### config.mk
export PLATFORM = sky130hd
export DESIGN_NAME = i2c_master_ctrl
export DESIGN_NICKNAME = d
export VERILOG_FILES = /design/src/rtl/i2c_pkg.sv /design/src/rtl/i2c_byte_shifter.sv /design/src/rtl/i2c_master_ctrl.sv
export SDC_FILE = /design/constraint.sdc
export NUM_CORES = 1
export LEC_CHECK = 0
export ABC_AREA = 1
export CORE_MARGIN = 2
export CORE_UTILIZATION = 39
export CTS_CLUSTER_SIZE = 40
export DETAILED_ROUTE_END_ITERATION = 10
export PLACE_DENSITY_LB_ADDON = 0.08
export SLEW_MARGIN = 10
export SYNTH_ARGS = -nofsm -noshare
export SYNTH_HDL_FRONTEND = slang
export SYNTH_HIERARCHICAL = 1
export SYNTH_SLANG_ARGS = --single-unit
### constraint.sdc
create_clock -name clk_in -period 2.8 [get_ports clk_in]
set_input_delay 0.56 -clock clk_in [delete_from_list [all_inputs] [get_ports clk_in]]
set_output_delay 0.56 -clock clk_in [all_outputs]
set_load 0.02 [all_outputs]
### src/rtl/i2c_pkg.sv
// ============================================================================
// Module : i2c_pkg
// Shared state, phase and direction constants for the I2C master engine.
// Rev    : 1.0
// ============================================================================
`default_nettype none

package i2c_pkg;

  localparam int I2C_BYTE_W = 8;

  localparam logic [3:0] ST_IDLE    = 4'd0;
  localparam logic [3:0] ST_START   = 4'd1;
  localparam logic [3:0] ST_TX      = 4'd2;
  localparam logic [3:0] ST_ACK_RX  = 4'd3;
  localparam logic [3:0] ST_RESTART = 4'd4;
  localparam logic [3:0] ST_RX      = 4'd5;
  localparam logic [3:0] ST_ACK_TX  = 4'd6;
  localparam logic [3:0] ST_STOP    = 4'd7;
  localparam logic [3:0] ST_DONE    = 4'd8;

  // Byte slot within a command: what the master is sending or receiving.
  localparam logic [2:0] PH_ADDR_W = 3'd0;
  localparam logic [2:0] PH_REG    = 3'd1;
  localparam logic [2:0] PH_DATA   = 3'd2;
  localparam logic [2:0] PH_ADDR_R = 3'd3;
  localparam logic [2:0] PH_RX     = 3'd4;

  localparam logic I2C_WR = 1'b0;
  localparam logic I2C_RD = 1'b1;

  function automatic logic [7:0] addr_byte(input logic [6:0] addr, input logic dir);
    return {addr, dir};
  endfunction

endpackage

`default_nettype wire

### src/rtl/i2c_byte_shifter.sv
// ============================================================================
// Module : i2c_byte_shifter
// Parallel-load MSB-first shift register with bit counter for one I2C byte.
// Rev    : 1.0
// ============================================================================
`default_nettype none

module i2c_byte_shifter
  import i2c_pkg::*;
#(
  parameter int W = I2C_BYTE_W
) (
  input  logic         clk_in,
  input  logic         rst_n,
  input  logic         load,
  input  logic [W-1:0] load_data,
  input  logic         shift,
  input  logic         shift_in,
  output logic [W-1:0] data,
  output logic         msb,
  output logic         bit_last
);

  localparam int CW = $clog2(W + 1);

  logic [CW-1:0] bit_cnt;

  always_ff @(posedge clk_in or negedge rst_n) begin
    if (!rst_n) begin
      data    <= '0;
      bit_cnt <= '0;
    end else if (load) begin
      data    <= load_data;
      bit_cnt <= '0;
    end else if (shift) begin
      data    <= {data[W-2:0], shift_in};
      bit_cnt <= bit_last ? '0 : bit_cnt + 1'b1;
    end
  end

  assign msb      = data[W-1];
  assign bit_last = (bit_cnt == CW'(W - 1));

endmodule

`default_nettype wire

### src/rtl/i2c_master_ctrl.sv
// ============================================================================
// Module : i2c_master_ctrl
// Single-command I2C master (register write or register read) driven by the
// divided SCL reference and mid-low SDA strobe from clk_divider.
// Rev    : 1.0
// ============================================================================
`default_nettype none

module i2c_master_ctrl
  import i2c_pkg::*;
#(
  parameter int NACK_ABORT = 1,
  parameter int BYTE_W     = I2C_BYTE_W
) (
  input  logic       clk_in,
  input  logic       rst_n,
  input  logic       i2c_clk_in,
  input  logic       sda_en_in,
  input  logic       start,
  input  logic       rw,
  input  logic [6:0] slave_addr,
  input  logic [7:0] reg_addr,
  input  logic [7:0] wdata,
  input  logic       sda_i,
  output logic       scl_o,
  output logic       sda_oe,
  output logic       busy,
  output logic       done,
  output logic       ack_err,
  output logic [7:0] rdata
);

  logic [3:0] state;
  logic [2:0] phase;
  logic       clk_q;
  logic       gate;
  logic       rw_q;
  logic [6:0] addr_q;
  logic [7:0] reg_q;
  logic [7:0] wdata_q;

  logic        scl_rise;
  logic        scl_fall;
  logic        abort;
  logic        sh_load;
  logic [7:0]  sh_load_data;
  logic        sh_shift;
  logic [7:0]  sh_data;
  logic        sh_msb;
  logic        sh_last;

  assign scl_rise = i2c_clk_in & ~clk_q;
  assign scl_fall = ~i2c_clk_in & clk_q;
  assign abort    = scl_rise & sda_i & (NACK_ABORT != 0);
  assign scl_o    = gate ? i2c_clk_in : 1'b1;

  // The next byte is loaded on the same SCL rise that closes the ACK slot.
  always_comb begin
    sh_load      = 1'b0;
    sh_load_data = addr_byte(slave_addr, I2C_WR);
    sh_shift     = 1'b0;
    case (state)
      ST_IDLE: sh_load = start;
      ST_TX, ST_RX: sh_shift = scl_rise;
      ST_ACK_RX: begin
        if (scl_rise && !abort) begin
          if (phase == PH_ADDR_W) begin
            sh_load      = 1'b1;
            sh_load_data = reg_q;
          end else if (phase == PH_REG) begin
            sh_load      = 1'b1;
            sh_load_data = (rw_q == I2C_RD) ? addr_byte(addr_q, I2C_RD) : wdata_q;
          end
        end
      end
      default: ;
    endcase
  end

  i2c_byte_shifter #(
    .W (BYTE_W)
  ) u_shifter (
    .clk_in    (clk_in),
    .rst_n     (rst_n),
    .load      (sh_load),
    .load_data (sh_load_data),
    .shift     (sh_shift),
    .shift_in  (sda_i),
    .data      (sh_data),
    .msb       (sh_msb),
    .bit_last  (sh_last)
  );

  always_ff @(posedge clk_in or negedge rst_n) begin
    if (!rst_n) begin
      state   <= ST_IDLE;
      phase   <= PH_ADDR_W;
      clk_q   <= 1'b0;
      gate    <= 1'b0;
      sda_oe  <= 1'b0;
      busy    <= 1'b0;
      done    <= 1'b0;
      ack_err <= 1'b0;
      rdata   <= 8'h00;
      rw_q    <= 1'b0;
      addr_q  <= 7'h00;
      reg_q   <= 8'h00;
      wdata_q <= 8'h00;
    end else begin
      clk_q <= i2c_clk_in;
      done  <= 1'b0;
      case (state)
        ST_IDLE: begin
          if (start) begin
            rw_q    <= rw;
            addr_q  <= slave_addr;
            reg_q   <= reg_addr;
            wdata_q <= wdata;
            busy    <= 1'b1;
            ack_err <= 1'b0;
            phase   <= PH_ADDR_W;
            state   <= ST_START;
          end
        end
        // SCL is held high; sda_oe doubles as the "START already driven" flag.
        ST_START: begin
          if (!sda_oe) begin
            if (sda_en_in) sda_oe <= 1'b1;
          end else if (scl_fall) begin
            gate  <= 1'b1;
            state <= ST_TX;
          end
        end
        ST_TX: begin
          if (sda_en_in) sda_oe <= ~sh_msb;
          if (scl_rise && sh_last) state <= ST_ACK_RX;
        end
        ST_ACK_RX: begin
          if (sda_en_in) begin
            sda_oe <= 1'b0;
          end else if (scl_rise) begin
            if (sda_i) ack_err <= 1'b1;
            if (abort) begin
              state <= ST_STOP;
            end else begin
              case (phase)
                PH_ADDR_W: begin
                  phase <= PH_REG;
                  state <= ST_TX;
                end
                PH_REG: begin
                  phase <= PH_DATA;
                  state <= (rw_q == I2C_RD) ? ST_RESTART : ST_TX;
                end
                PH_ADDR_R: begin
                  phase <= PH_RX;
                  state <= ST_RX;
                end
                default: state <= ST_STOP;
              endcase
            end
          end
        end
        ST_RESTART: begin
          if (sda_en_in) begin
            sda_oe <= 1'b0;
          end else if (scl_rise) begin
            gate  <= 1'b0;
            phase <= PH_ADDR_R;
            state <= ST_START;
          end
        end
        ST_RX: begin
          if (sda_en_in) sda_oe <= 1'b0;
          if (scl_rise && sh_last) begin
            rdata <= {sh_data[BYTE_W-2:0], sda_i};
            state <= ST_ACK_TX;
          end
        end
        ST_ACK_TX: begin
          if (sda_en_in) begin
            sda_oe <= 1'b0;
          end else if (scl_rise) begin
            state <= ST_STOP;
          end
        end
        // Gated phase pulls SDA low and parks SCL high; ungated phase releases SDA.
        ST_STOP: begin
          if (gate) begin
            if (sda_en_in) begin
              sda_oe <= 1'b1;
            end else if (scl_rise && sda_oe) begin
              gate <= 1'b0;
            end
          end else if (sda_en_in) begin
            sda_oe <= 1'b0;
            state  <= ST_DONE;
          end
        end
        ST_DONE: begin
          done  <= 1'b1;
          busy  <= 1'b0;
          state <= ST_IDLE;
        end
        default: state <= ST_IDLE;
      endcase
    end
  end

endmodule

`default_nettype wire

==> impl_metrics.yaml, run 1 <==
sta:
  slew_headroom_pct: 57.6
  fin_crit_sh_pct: 85.3
  fmax_mhz: 419
  setup_viol: 0
  finalHoldViolCount: 0
  fin_setup_tns_ns: 0
  skew_ns: 0.00970
  rsz0062_at_grt: "false"
  fin_crit_ns: 2.39
  max_slew.worst_pin.slew_ns: 0.635
  fin_ws_ns: 0.412
  drv_slew: 0
worst_setup_path:
  crit_path_end_kind: "output port"
  crit_buf_inv: 3
  max_stage_delay_ns: 0.59
  worstReg2RegStart: "state[2]"
  crit_path_start_kind: "input pin"
  path_class: "in -> out"
  cp_max_fo: 4
  cp.required_ns: 2.24
  reg2regPathDepth: 5
  cp_slowest_cell: "clkdlybuf4s50_1"
  crit_top_cell: "clkdlybuf4s50_1"
  cp.arrival_ns: 1.83
  crit_family: "buffers and inverters"
  rrSetupSlack_ns: 0.94
  r2r_end: "u_shifter/bit_cnt[1]"
  cp_cell_sequence: "clkdlybuf4s50_1 > inv_2 > nand2_1 > clkdlybuf4s50_1"
placement:
  placedCellCount: 562
  hpwl_um: 5450
  gp_congestion: 0.912
  place_ws_ns: 0.407
  numPortBuffers: 42
  dpl_cell_area_mm2: 0.00368
clock_tree:
  cts_setup_buffers: 0
  root_buffer: "clkbuf_8"
  clock_sinks: 57
  clock_latency_ns: 0.33
  cts_buffer_depth: 2
  cts_hold_buffers: 0
  tritoncts.num_buffers: 9
  cts_resized: 0
  htree_levels: 3
  cts_tree: "built"
  cts.clk_slew.worst_paths_ns: 0.07
floorplanning:
  ios: 43
  die_w_um: 93.9
  num_rows: 32
  fp.dieArea_mm2: 0.00882
  fp.dieH_um: 93.9
  core_mm2: 0.00777
  start_util_pct: 40.6
run:
  drv_cap: 0
detailed_routing:
  wirelength_met1_um: 3770
  met3_length_um: 357
  wl_per_cell_um: 12.8
  postRouteAntennaNets: 0
  drt-initial-drc-count: 172
  viasPerCell: 4.88
  drc: 0
  vias: 2818
  drt_wl_total_um: 7390
  maxUsedRoutingLayer: "met4"
  dr.pass1.iters: 4
  met2WireLength_um: 3210
power_and_ir_drop:
  p_int_uw: 2200
  clkPwrFrac_pct: 24.0
  switching_power_uw: 1500
  p_comb_share_pct: 39.1
  leakage_uw: 0.00195
  power_density_mw_per_mm2: 945
  seqPwrFrac_pct: 36.8
  ir_drop_mv: 0.363
  switching_share_pct: 40.5
global_routing:
  grt_pass1_vias: 2726
  grt_max_degree: 32
  grt_pass1_wl_um: 12500
  grt_util_all_layers_pct: 18.1
  grt_antenna_before_repair: 0
  grt_remaining_overflow: 0
min_path:
  hold_path_class: "in -> async"
cells_and_area:
  final_layout_size_suffix_gt1_share_pct: 14.1
  areaGrowthSynthToFinish_pct: 24.1
  finish.instance_area_mm2: 0.00391
  fin_nets: 502
  diodes: 0
  postLayoutCoreUtil_pct: 50.4
  final_cells: 578
logic_synthesis:
  yosys_warnings: 6
  synth_area_per_cell_um2: 7.47
  synth_area_mm2: 0.00315
  syn_nets: 453
  synthCells: 422
outcome:
  outcome: "finished clean"
power groups by stage:
stage               sequential [µW]  combinational (µW)  clock (µW)
finish                         1360                1450         889
global route                   1400                1670         948
CTS                            1360                1460         910
detailed placement             1370                1460           0
global placement               1370                1440           0
floorplan                      1300                1150           0
worst register-to-register path: stages (launching register included):
cell	delay (ns)
dfrtp_1	0.49
nor2_4	0.28
nand2_2	0.15
a21oi_1	0.46
nor2_4	0.14
a22o_1	0.23
through the flow:
step | hold WS, ns | total power, µW
3_5_place_dp | 0.459 | 2830
5_1_grt | 0.283 | 4020
4_1_cts | 0.256 | 3730
3_3_place_gp | 0.454 | 2810
6_report | 0.244 | 3700
2_1_floorplan | 0.264 | 2450
layout make-up:
type / count / area, µm²
clock buffer: 12 / 155
timing repair buffer: 49 / 480
sequential: 57 / 1430
tap: 102 / 128
multi-input combinational: 319 / 1510
inverter: 35 / 136
clock inverter: 4 / 75.1
fill: 778 / 3850
routing by layer:
layer,GRT usage [%],up-vias
met4,5.68,0
met1,25.7,1287
met5,0,-
met3,4.33,6
met2,27.2,76
li1,-,1449
worst max-delay path by stage:
stage                from  depth (start not counted)                    to  slack, ns
4_1_cts        i2c_clk_in                          4                 scl_o       0.40
2_1_floorplan    state[2]                         11  u_shifter/bit_cnt[1]       0.97
3_5_place_dp   i2c_clk_in                          4                 scl_o       0.41
3_3_place_gp   i2c_clk_in                          4                 scl_o       0.43
6_report       i2c_clk_in                          4                 scl_o       0.41
5_1_grt        i2c_clk_in                          4                 scl_o       0.36
registers in the layout (all words and copies together) (netlist names):
signal,flops
rw_q,1
gate,1
ack_err,1
u_shifter/bit_cnt,4
reg_q,8
busy,1
done,1
clk_q,1
state,4
sda_oe,1
u_shifter/data,8
phase,3
wdata_q,8
rdata,8
addr_q,7
placed cells by master (no fill, tap or decap), types with 2 or more instances in the layout:
| master | instances |
|---|---|
| nand2_1 | 183 |
| dfrtp_1 | 57 |
| clkdlybuf4s50_1 | 41 |
| nand3_1 | 27 |
| inv_1 | 24 |
| nor2_1 | 21 |
| o21ai_0 | 15 |
| clkbuf_8 | 11 |
| o21ai_2 | 10 |
| nor3_1 | 8 |
| nand2_2 | 8 |
| o31ai_1 | 8 |
| inv_2 | 7 |
| a21oi_1 | 7 |
| nor2_2 | 6 |
| buf_4 | 6 |
| nor2_4 | 5 |
| nand4_1 | 5 |
| o21ai_1 | 4 |
| nand3_2 | 2 |
| clkinv_1 | 2 |
| nand2_4 | 2 |
| bufinv_16 | 2 |
| clkinvlp_4 | 2 |
| inv_4 | 2 |
Note: power is estimated with default switching activity, not from simulation.
==> run 2, diff against run 1 <==
CAP_MARGIN = 20   (was default)
RECOVER_POWER = 100   (was default)
==> impl_metrics.yaml, run 2 (synthesized netlist as in run 1, its figures left out) <==
global_routing:
  grt_pass1_wl_um: 12500
  grt_antenna_before_repair: 0
  grt_max_degree: 32
  grt_pass1_vias: 2726
  grt_util_all_layers_pct: 18.1
  grt_remaining_overflow: 0
power_and_ir_drop:
  finalPower_uw: 3640
  ir_drop_mv: 0.363
  leakage_uw: 0.00194
  power_density_mw_per_mm2: 953
clock_tree:
  htree_levels: 3
  tritoncts.num_buffers: 9
  root_buffer: "clkbuf_8"
  cts_resized: 0
  cts_hold_buffers: 0
  clock_sinks: 57
  cts_buffer_depth: 2
  cts_tree: "built"
  clock_latency_ns: 0.33
  cts_setup_buffers: 0
  cts.clk_slew.worst_paths_ns: 0.06
detailed_routing:
  wl_per_cell_um: 12.8
  vias: 2801
  drc: 0
  postRouteAntennaNets: 0
  viasPerCell: 4.85
  drt-initial-drc-count: 158
  dr.pass1.iters: 4
  drt_wl_total_um: 7430
min_path:
  holdPathEnd: "addr_q[5]"
  hold_depth: 2
  hold_path_class: "reg -> reg"
  min_from: "addr_q[5]"
worst_setup_path:
  startpoint: "i2c_clk_in"
  cp_slowest_cell: "dlygate4sd3_1"
  cp.arrival_ns: 1.96
  cp_max_fo: 4
  worstReg2RegStart: "state[2]"
  rrSetupSlack_ns: 0.44
  path_class: "in -> out"
  crit_path_end_kind: "output port"
  cp_cell_sequence: "dlygate4sd3_1 > inv_2 > nand2_1 > dlygate4sd3_1"
  max_stage_delay_ns: 0.66
  crit_path_start_kind: "input pin"
  cp.required_ns: 2.24
  r2r_end: "u_shifter/bit_cnt[0]"
  reg2regPathDepth: 7
  crit_top_cell: "dlygate4sd3_1"
cells_and_area:
  final_cell_mix: "nand2_1 (186), dfrtp_1 (57), nand3_1 (29)"
  mostFrequentLayoutCell: "nand2_1"
  finish.instance_area_mm2: 0.00382
  final_layout_size_suffix_gt1_share_pct: 10.1
  diodes: 0
  fin_nets: 502
  areaGrowthSynthToFinish_pct: 21.2
floorplanning:
  die_w_um: 93.9
  fp.dieArea_mm2: 0.00882
  fp.dieH_um: 93.9
  ios: 43
  core_mm2: 0.00777
  num_rows: 32
  start_util_pct: 40.6
sta:
  setup_viol: 0
  fin_crit_ns: 2.52
  max_slew.worst_pin.slew_ns: 1.44
  fin_crit_sh_pct: 90.1
  slew_headroom_pct: 3.88
  drv_slew: 0
  finalHoldViolCount: 0
  fmax_mhz: 396
  skew_ns: 0.00780
  rsz0062_at_grt: "false"
  fin_setup_tns_ns: 0
placement:
  numPortBuffers: 42
  gp_congestion: 0.912
  dpl_cell_area_mm2: 0.00368
  hpwl_um: 5450
run:
  drv_cap: 0
outcome:
  outcome: "finished clean"
-- run 2: worst max path at each step --
stage / endpoint / slack (ns) / cells past startpoint
global route: u_shifter/bit_cnt[0] / 0.18 / 7
CTS: scl_o / 0.40 / 4
detailed placement: scl_o / 0.41 / 4
floorplan: u_shifter/bit_cnt[1] / 0.97 / 11
global placement: scl_o / 0.43 / 4
finish: scl_o / 0.28 / 4
-- run 2: area by class of cell --
cell class / instances / area [µm²]
clock inverters: 4 / 75.1
inverters: 35 / 134
well taps: 102 / 128
fillers: 803 / 3950
clock buffers: 12 / 155
repair buffers: 49 / 454
multi-input cells: 319 / 1450
flip-flops and latches: 57 / 1430
-- run 2: critical path: cells and delay by family --
| family | cells | cell delay, ns |
|---|---|---|
| buffers and inverters | 3 | 1.34 |
| AND/OR/NAND/NOR | 1 | 0.05 |
-- run 2: layer usage --
| layer | routed length, µm | track usage (%) | share of wire, % | vias up |
|---|---|---|---|---|
| met5 | 0 | 0 | 0 | - |
| met4 | 75 | 5.68 | 1.0 | 0 |
| met3 | 325 | 4.33 | 4.4 | 7 |
| met2 | 3220 | 27.2 | 43 | 64 |
| met1 | 3810 | 25.7 | 51 | 1283 |
| li1 | - | - | - | 1447 |
-- run 2: per-stage QoR --
step | setup WS [ns] | util, % | hold slack [ns] | std cells
final | 0.277 | 49.2 | 0.476 | 578
after global routing | 0.183 | 49.2 | 0.495 | 578
after CTS | 0.402 | 50.4 | 0.256 | 578
after detailed placement | 0.407 | 47.4 | 0.459 | 562
after global placement | 0.433 | 47.4 | 0.454 | 562
after floorplan | 0.970 | - | 0.264 | 422
-- run 2: where the power goes --
part	internal, µW	switching, µW	leakage, µW	total [µW]
sequential	1110	245	0.000727	1360
combinational	504	889	0.00111	1390
clock	550	342	0.000109	892
